===== config.mk =====
export PLATFORM = sky130hd
export DESIGN_NAME = conv3x3_engine_flat
export DESIGN_NICKNAME = d
export VERILOG_FILES = /design/src/rtl/conv3x3_engine_if.sv /design/src/rtl/conv3x3_engine.sv /design/src/flat_wrapper.sv
export SDC_FILE = /design/constraint.sdc
export NUM_CORES = 2
export LEC_CHECK = 0
export CAP_MARGIN = 20
export CORE_MARGIN = 10
export CORE_UTILIZATION = 33
export CTS_CLUSTER_DIAMETER = 200
export DETAILED_ROUTE_END_ITERATION = 7
export SYNTH_ARGS = -nofsm -noshare
export SYNTH_HDL_FRONTEND = slang
export SYNTH_SLANG_ARGS = --single-unit

===== constraint.sdc =====
create_clock -name clk -period 12.5 [get_ports clk]
set_input_delay 2.5 -clock clk [delete_from_list [all_inputs] [get_ports clk]]
set_output_delay 2.5 -clock clk [all_outputs]
set_load 0.1 [all_outputs]

===== src/rtl/conv3x3_engine_if.sv =====
// Stream bundle between the line-buffer taps and the 3x3 convolution engine.
// The master drives window columns and kernel loads; the slave returns result pixels.
interface conv3x3_engine_if;
  logic        in_valid;
  logic [7:0]  top;
  logic [7:0]  mid;
  logic [7:0]  bot;
  logic        kernel_load;
  logic [71:0] coeff;
  logic        out_valid;
  logic [7:0]  out_pixel;
  logic [15:0] out_x;
  logic [15:0] out_y;
  logic        frame_done;

  modport master (
    output in_valid, top, mid, bot, kernel_load, coeff,
    input  out_valid, out_pixel, out_x, out_y, frame_done
  );

  modport slave (
    input  in_valid, top, mid, bot, kernel_load, coeff,
    output out_valid, out_pixel, out_x, out_y, frame_done
  );
endinterface


===== src/rtl/conv3x3_engine.sv =====
// 3x3 sliding-window convolution: window capture, nine signed products, adder,
// then shift/clamp to an 8-bit pixel. Fixed 3-cycle latency, no backpressure.
module conv3x3_engine #(
  parameter int WIDTH  = 640,
  parameter int HEIGHT = 480,
  parameter int SHIFT  = 0
) (
  input  logic              clk,
  input  logic              reset,
  conv3x3_engine_if.slave   bus
);
  localparam logic [15:0] COL_LAST  = 16'(WIDTH - 1);
  localparam logic [15:0] LINE_LAST = 16'(HEIGHT - 3);

  logic [15:0]        col_q, col_d;
  logic [15:0]        line_q, line_d;
  logic               win_done;
  logic [7:0]         pix_in [3];
  logic [7:0]         win_q [3][3];
  logic signed [7:0]  k_q [9];
  logic signed [7:0]  kw_q [9];
  logic signed [16:0] prod [9];
  logic signed [16:0] p_q [9];
  logic signed [20:0] sum_d, sum_q;
  logic signed [20:0] shifted;
  logic [7:0]         clamp_d;

  logic        v0_q, v1_q, v2_q;
  logic [15:0] x0_q, x1_q, x2_q;
  logic [15:0] y0_q, y1_q, y2_q;
  logic        fd0_q, fd1_q, fd2_q;
  logic        out_valid_q;
  logic [7:0]  out_pixel_q;
  logic [15:0] out_x_q, out_y_q;
  logic        frame_done_q;

  assign pix_in[0] = bus.top;
  assign pix_in[1] = bus.mid;
  assign pix_in[2] = bus.bot;

  always_comb begin
    col_d    = col_q;
    line_d   = line_q;
    win_done = bus.in_valid && (col_q >= 16'd2);
    if (bus.in_valid) begin
      if (col_q == COL_LAST) begin
        col_d  = 16'd0;
        line_d = (line_q == LINE_LAST) ? 16'd0 : line_q + 16'd1;
      end else begin
        col_d = col_q + 16'd1;
      end
    end
  end

  always_ff @(posedge clk) begin
    if (reset) begin
      col_q  <= 16'd0;
      line_q <= 16'd0;
    end else begin
      col_q  <= col_d;
      line_q <= line_d;
    end
  end

  // win_q[r][0] is the leftmost (oldest) column; new pixels enter at [2].
  always_ff @(posedge clk) begin
    if (reset) begin
      for (int r = 0; r < 3; r++) begin
        for (int c = 0; c < 3; c++) begin
          win_q[r][c] <= 8'd0;
        end
      end
    end else if (bus.in_valid) begin
      for (int r = 0; r < 3; r++) begin
        win_q[r][0] <= win_q[r][1];
        win_q[r][1] <= win_q[r][2];
        win_q[r][2] <= pix_in[r];
      end
    end
  end

  // kw_q lags k_q by one cycle, so a window captured on the load edge
  // is multiplied by the kernel that was in force before that edge.
  always_ff @(posedge clk) begin
    if (reset) begin
      for (int i = 0; i < 9; i++) begin
        k_q[i]  <= (i == 4) ? 8'sd1 : 8'sd0;
        kw_q[i] <= (i == 4) ? 8'sd1 : 8'sd0;
      end
    end else begin
      kw_q <= k_q;
      if (bus.kernel_load) begin
        for (int i = 0; i < 9; i++) begin
          k_q[i] <= $signed(bus.coeff[8*i +: 8]);
        end
      end
    end
  end

  genvar gi;
  generate
    for (gi = 0; gi < 9; gi++) begin : g_mul
      assign prod[gi] = 17'($signed({1'b0, win_q[gi/3][gi%3]})) * 17'(kw_q[gi]);
    end
  endgenerate

  always_comb begin
    sum_d = 21'sd0;
    for (int i = 0; i < 9; i++) begin
      sum_d = sum_d + 21'(p_q[i]);
    end
  end

  always_comb begin
    shifted = sum_q >>> SHIFT;
    clamp_d = shifted[7:0];
    if (shifted < 21'sd0) begin
      clamp_d = 8'd0;
    end else if (shifted > 21'sd255) begin
      clamp_d = 8'd255;
    end
  end

  always_ff @(posedge clk) begin
    if (reset) begin
      v0_q <= 1'b0;  v1_q <= 1'b0;  v2_q <= 1'b0;
      x0_q <= 16'd0; x1_q <= 16'd0; x2_q <= 16'd0;
      y0_q <= 16'd0; y1_q <= 16'd0; y2_q <= 16'd0;
      fd0_q <= 1'b0; fd1_q <= 1'b0; fd2_q <= 1'b0;
      for (int i = 0; i < 9; i++) begin
        p_q[i] <= 17'sd0;
      end
      sum_q        <= 21'sd0;
      out_valid_q  <= 1'b0;
      out_pixel_q  <= 8'd0;
      out_x_q      <= 16'd0;
      out_y_q      <= 16'd0;
      frame_done_q <= 1'b0;
    end else begin
      v0_q  <= win_done;
      x0_q  <= col_q - 16'd1;
      y0_q  <= line_q + 16'd1;
      fd0_q <= win_done && (col_q == COL_LAST) && (line_q == LINE_LAST);

      p_q   <= prod;
      v1_q  <= v0_q;
      x1_q  <= x0_q;
      y1_q  <= y0_q;
      fd1_q <= fd0_q;

      sum_q <= sum_d;
      v2_q  <= v1_q;
      x2_q  <= x1_q;
      y2_q  <= y1_q;
      fd2_q <= fd1_q;

      out_valid_q  <= v2_q;
      frame_done_q <= v2_q && fd2_q;
      if (v2_q) begin
        out_pixel_q <= clamp_d;
        out_x_q     <= x2_q;
        out_y_q     <= y2_q;
      end
    end
  end

  assign bus.out_valid  = out_valid_q;
  assign bus.out_pixel  = out_pixel_q;
  assign bus.out_x      = out_x_q;
  assign bus.out_y      = out_y_q;
  assign bus.frame_done = frame_done_q;
endmodule

===== src/flat_wrapper.sv =====
// flat-port wrapper written by rule: the top's interface ports become plain ports
module conv3x3_engine_flat 
#(
  parameter int WIDTH  = 640,
  parameter int HEIGHT = 480,
  parameter int SHIFT  = 0
)
  (clk, reset, bus_in_valid, bus_top, bus_mid, bus_bot, bus_kernel_load, bus_coeff, bus_out_valid, bus_out_pixel, bus_out_x, bus_out_y, bus_frame_done);
  conv3x3_engine_if bus_i ();
  input  logic clk;
  input  logic reset;
  input wire logic [$bits(bus_i.in_valid)-1:0] bus_in_valid;
  input wire logic [$bits(bus_i.top)-1:0] bus_top;
  input wire logic [$bits(bus_i.mid)-1:0] bus_mid;
  input wire logic [$bits(bus_i.bot)-1:0] bus_bot;
  input wire logic [$bits(bus_i.kernel_load)-1:0] bus_kernel_load;
  input wire logic [$bits(bus_i.coeff)-1:0] bus_coeff;
  output wire logic [$bits(bus_i.out_valid)-1:0] bus_out_valid;
  output wire logic [$bits(bus_i.out_pixel)-1:0] bus_out_pixel;
  output wire logic [$bits(bus_i.out_x)-1:0] bus_out_x;
  output wire logic [$bits(bus_i.out_y)-1:0] bus_out_y;
  output wire logic [$bits(bus_i.frame_done)-1:0] bus_frame_done;
  assign bus_i.in_valid = bus_in_valid;
  assign bus_i.top = bus_top;
  assign bus_i.mid = bus_mid;
  assign bus_i.bot = bus_bot;
  assign bus_i.kernel_load = bus_kernel_load;
  assign bus_i.coeff = bus_coeff;
  assign bus_out_valid = bus_i.out_valid;
  assign bus_out_pixel = bus_i.out_pixel;
  assign bus_out_x = bus_i.out_x;
  assign bus_out_y = bus_i.out_y;
  assign bus_frame_done = bus_i.frame_done;
  conv3x3_engine #(.WIDTH(WIDTH), .HEIGHT(HEIGHT), .SHIFT(SHIFT)) u_core (.clk(clk), .reset(reset), .bus(bus_i));
endmodule

==> impl_metrics.env <==
export IMPL_status="finished clean"
export IMPL_synth_top_area_share_pct=24.1
export IMPL_p_leak_uw=0.0218
export IMPL_drv_slew=0
export IMPL_core_area_sq_um=124000
export IMPL_path_class="flop to flop"
export IMPL_wl_met1_microns=44000
export IMPL_startpoint_type="flop"
export IMPL_critPathMaxFanout=6
export IMPL_register_area_sq_um=12100
export IMPL_clock_latency_ps=660
export IMPL_via_per_inst=4.57
export IMPL_power_density_nw_per_um2=109
export IMPL_grt_max_degree=184
export IMPL_syn2layout_area_growth_pct=13.6
export IMPL_die_x_microns=373
export IMPL_async_flop_share_pct=0
export IMPL_grt_pass1_wl_microns=152000
export IMPL_synth_seq_cells=566
export IMPL_cp_arrival_ps=7110
export IMPL_die_area_sq_um=139000
export IMPL_cp_cell_sequence="fa_1 -> ha_1 -> fa_1 -> a211oi_1 -> o21ai_0 -> a221oi_1 -> o21bai_1 -> o21ai_0 -> xnor2_1 -> fa_1 -> inv_1 -> fa_1 -> fa_1 -> fa_1 -> inv_1 -> ha_1 -> o21ai_0 -> a2111oi_0 -> o31a_1 -> nor3_1"
export IMPL_vias=27474
export IMPL_syn_area_per_cell_sq_um=9.74
export IMPL_wl_met2_microns=42400
export IMPL_antenna_found_initial=3
export IMPL_dp_hpwl_microns=70400
export IMPL_hold_path_class="flop to flop"
export IMPL_ctsLongestPathBuffers=3
export IMPL_cp_depth=20
export IMPL_final_cell_area_sq_um=46700
export IMPL_yosys_top_cells_area="dfxtp_1 (24%), fa_1 (22%), ha_1 (13%)"
export IMPL_post_route_drc_count=0
export IMPL_antenna_left=0
export IMPL_fill_cells=12407
export IMPL_drtIter0Drc=1341
export IMPL_drv_cap=0
export IMPL_netlist_area_sq_um=41100
export IMPL_synthCells=4217
export IMPL_synthFlopType="dfxtp_1"
export IMPL_cts_tree="yes"
export IMPL_fin_skew_ps=38.0
export IMPL_initial_core_util_pct=33.2
export IMPL_die_h_microns=373
export IMPL_rows=129
export IMPL_grt_pass1_vias=28726
export IMPL_top_layer="met4"
export IMPL_fin_nets=5294
export IMPL_yosysSeqAreaShare_pct=29.3
export IMPL_wl_per_cell_microns=15.3
export IMPL_totalWireLength_microns=91800
export IMPL_cts_inserted_buffers=70
export IMPL_placedInstanceArea_sq_um=44200
export IMPL_ys_types=61
export IMPL_wl_met3_microns=3460
export IMPL_grt_overflow_total=0
export IMPL_fin_tns_setup_ps=0
export IMPL_max_slew_margin_pct=27.7
export IMPL_tightestPinTransition_ps=1080
export IMPL_drtPass1Iterations=5
export IMPL_period_share_pct=52.9
export IMPL_ff2ff_path_depth=20
export IMPL_ir_worst_vdd_mv=0.105
export IMPL_path_clk_slew_ps=60
export IMPL_groute_usage_overall_pct=13.2
export IMPL_rsz0062_at_grt="false"
export IMPL_cts_root_buf="clkbuf_16"
export IMPL_yosysTopAreaCell="dfxtp_1"
export IMPL_ios=142
export IMPL_synthTopCellsByCount="inv_1 (630), dfxtp_1 (494), fa_1 (444), ha_1 (431), nor2_1 (338)"
export IMPL_synth_nets=5192
export IMPL_gp_congestion=0.826
export IMPL_multi_input_area_sq_um=26200
export IMPL_synth_edf_count=72
export IMPL_yosysWarnings=0
export IMPL_cp_top_family="adder cells"
export IMPL_holdBufCountCts=0
export IMPL_cp_slowest_cell="a2111oi_0"
export IMPL_hold_depth=1
export IMPL_cts_resized=0
export IMPL_clkSinkCount=566
export IMPL_finalSetupViolCount=0
export IMPL_fin_util_pct=37.8
export IMPL_synth_most_common_cell="inv_1"
export IMPL_critPathCaptureType="flop"
export IMPL_post_cts_buffers=0
export IMPL_post_route_min_period_ps=6610
export IMPL_io_buffers=141
export IMPL_finalHoldViolations=0
export IMPL_slowest_delay_ps=590
export IMPL_cp_common_cell="fa_1"
export IMPL_h_tree_depth=3
export IMPL_path_buf_inv=2
export IMPL_cp_required_ps=13010
export IMPL_drive_above_1_share_pct=3.32
export IMPL_fmax_mhz=151
-- stage by stage --
step / hold WS, ps / total power (uW) / std cells / worst slack, ps
floorplan: 406 / 2690 / 4217 / 6620
global placement: 420 / 2950 / 5884 / 6040
detailed placement: 422 / 2960 / 5884 / 5930
CTS: 435 / 5170 / 6010 / 5910
global route: 444 / 5360 / 6010 / 5460
finish: 434 / 5080 / 6013 / 5890
-- registers in the layout (all words and copies together), names as in the netlist, 16 cells and up --
signal / count
u_core.bus.out_x: 16
u_core.bus.out_y: 16
u_core.col_q: 16
u_core.k_q: 72
u_core.kw_q: 72
u_core.line_q: 16
u_core.p_q: 153
u_core.shifted: 21
u_core.win_q: 72
u_core.x0_q: 16
u_core.x1_q: 16
u_core.x2_q: 16
u_core.y0_q: 16
u_core.y1_q: 16
u_core.y2_q: 16
-- layout by cell type, fill, tap and decap left out, drive strengths merged, types with 11 or more instances in the layout --
master,instances
inv,638
dfxtp,494
fa,444
ha,431
nor2,339
nand2,297
and2,280
nor2b,202
clkdlybuf4s50,138
mux2i,113
and3,96
clkbuf,95
a21oi,88
xnor2,87
edfxtp,72
o21ai,69
xor2,66
nand2b,65
nand3,50
nor3,41
a21o,35
o21a,23
o21bai,21
a211oi,19
or3,13
nand4,12
o211ai,12
clkinv,12
buf,11
-- worst paths after layout --
kind / startpoint / endpoint / slack, ps
worst max-delay path: u_core.p_q[103] / u_core.shifted[18] / 5890
worst min-delay path: u_core.x0_q[10] / u_core.x1_q[10] / 430
worst max register to register: u_core.p_q[103] / u_core.shifted[18] / 5890
worst min register to register: u_core.x0_q[10] / u_core.x1_q[10] / 430
-- worst reg2reg max path, delay by kind of cell (launching register included) --
family	cells	cell delay, ps
AO/OA/AOI/OAI	8	2290
XOR/XNOR	1	150
adder cells (fa/ha/maj)	8	3560
buffers and inverters	2	100
flip-flops	1	320
AND/OR/NAND/NOR	1	40
-- metal layers --
| layer | track usage (%) | up-vias |
|---|---|---|
| met2 | 21.7 | 372 |
| met5 | 0 | - |
| met1 | 17.7 | 13423 |
| met3 | 2.10 | 107 |
| met4 | 3.81 | 0 |
| li1 | - | 13572 |
-- power by group --
part,internal (uW),leakage (uW),switching [uW]
registers,1940,0.00482,105
clock network,1300,0.00121,866
logic,371,0.0158,491
total,3620,0.0218,1460
-- cell families (layout without fill, tap and decap cells) --
family	after synthesis	in the layout	share of synthesized area [%]
AO/OA/AOI/OAI	324	324	5.06
XOR/XNOR	153	153	3.26
adder cells (fa/ha/maj)	875	875	34.8
buffers and inverters	749	905	6.88
flip-flops	566	566	29.3
multiplexers	116	116	2.83
other	0	3	0
AND/OR/NAND/NOR	1434	1434	17.9
-- area by class of cell --
class | count | area share [%]
flip-flops and latches | 566 | 25.8
multi-input cells | 2902 | 56.2
well taps | 1637 | 4.39
inverters | 630 | 5.07
clock inverters | 31 | 1.03
diodes | 3 | 0.0161
clock buffers | 95 | 4.33
repair buffers | 149 | 3.17
(Power assumes the default switching activity.)
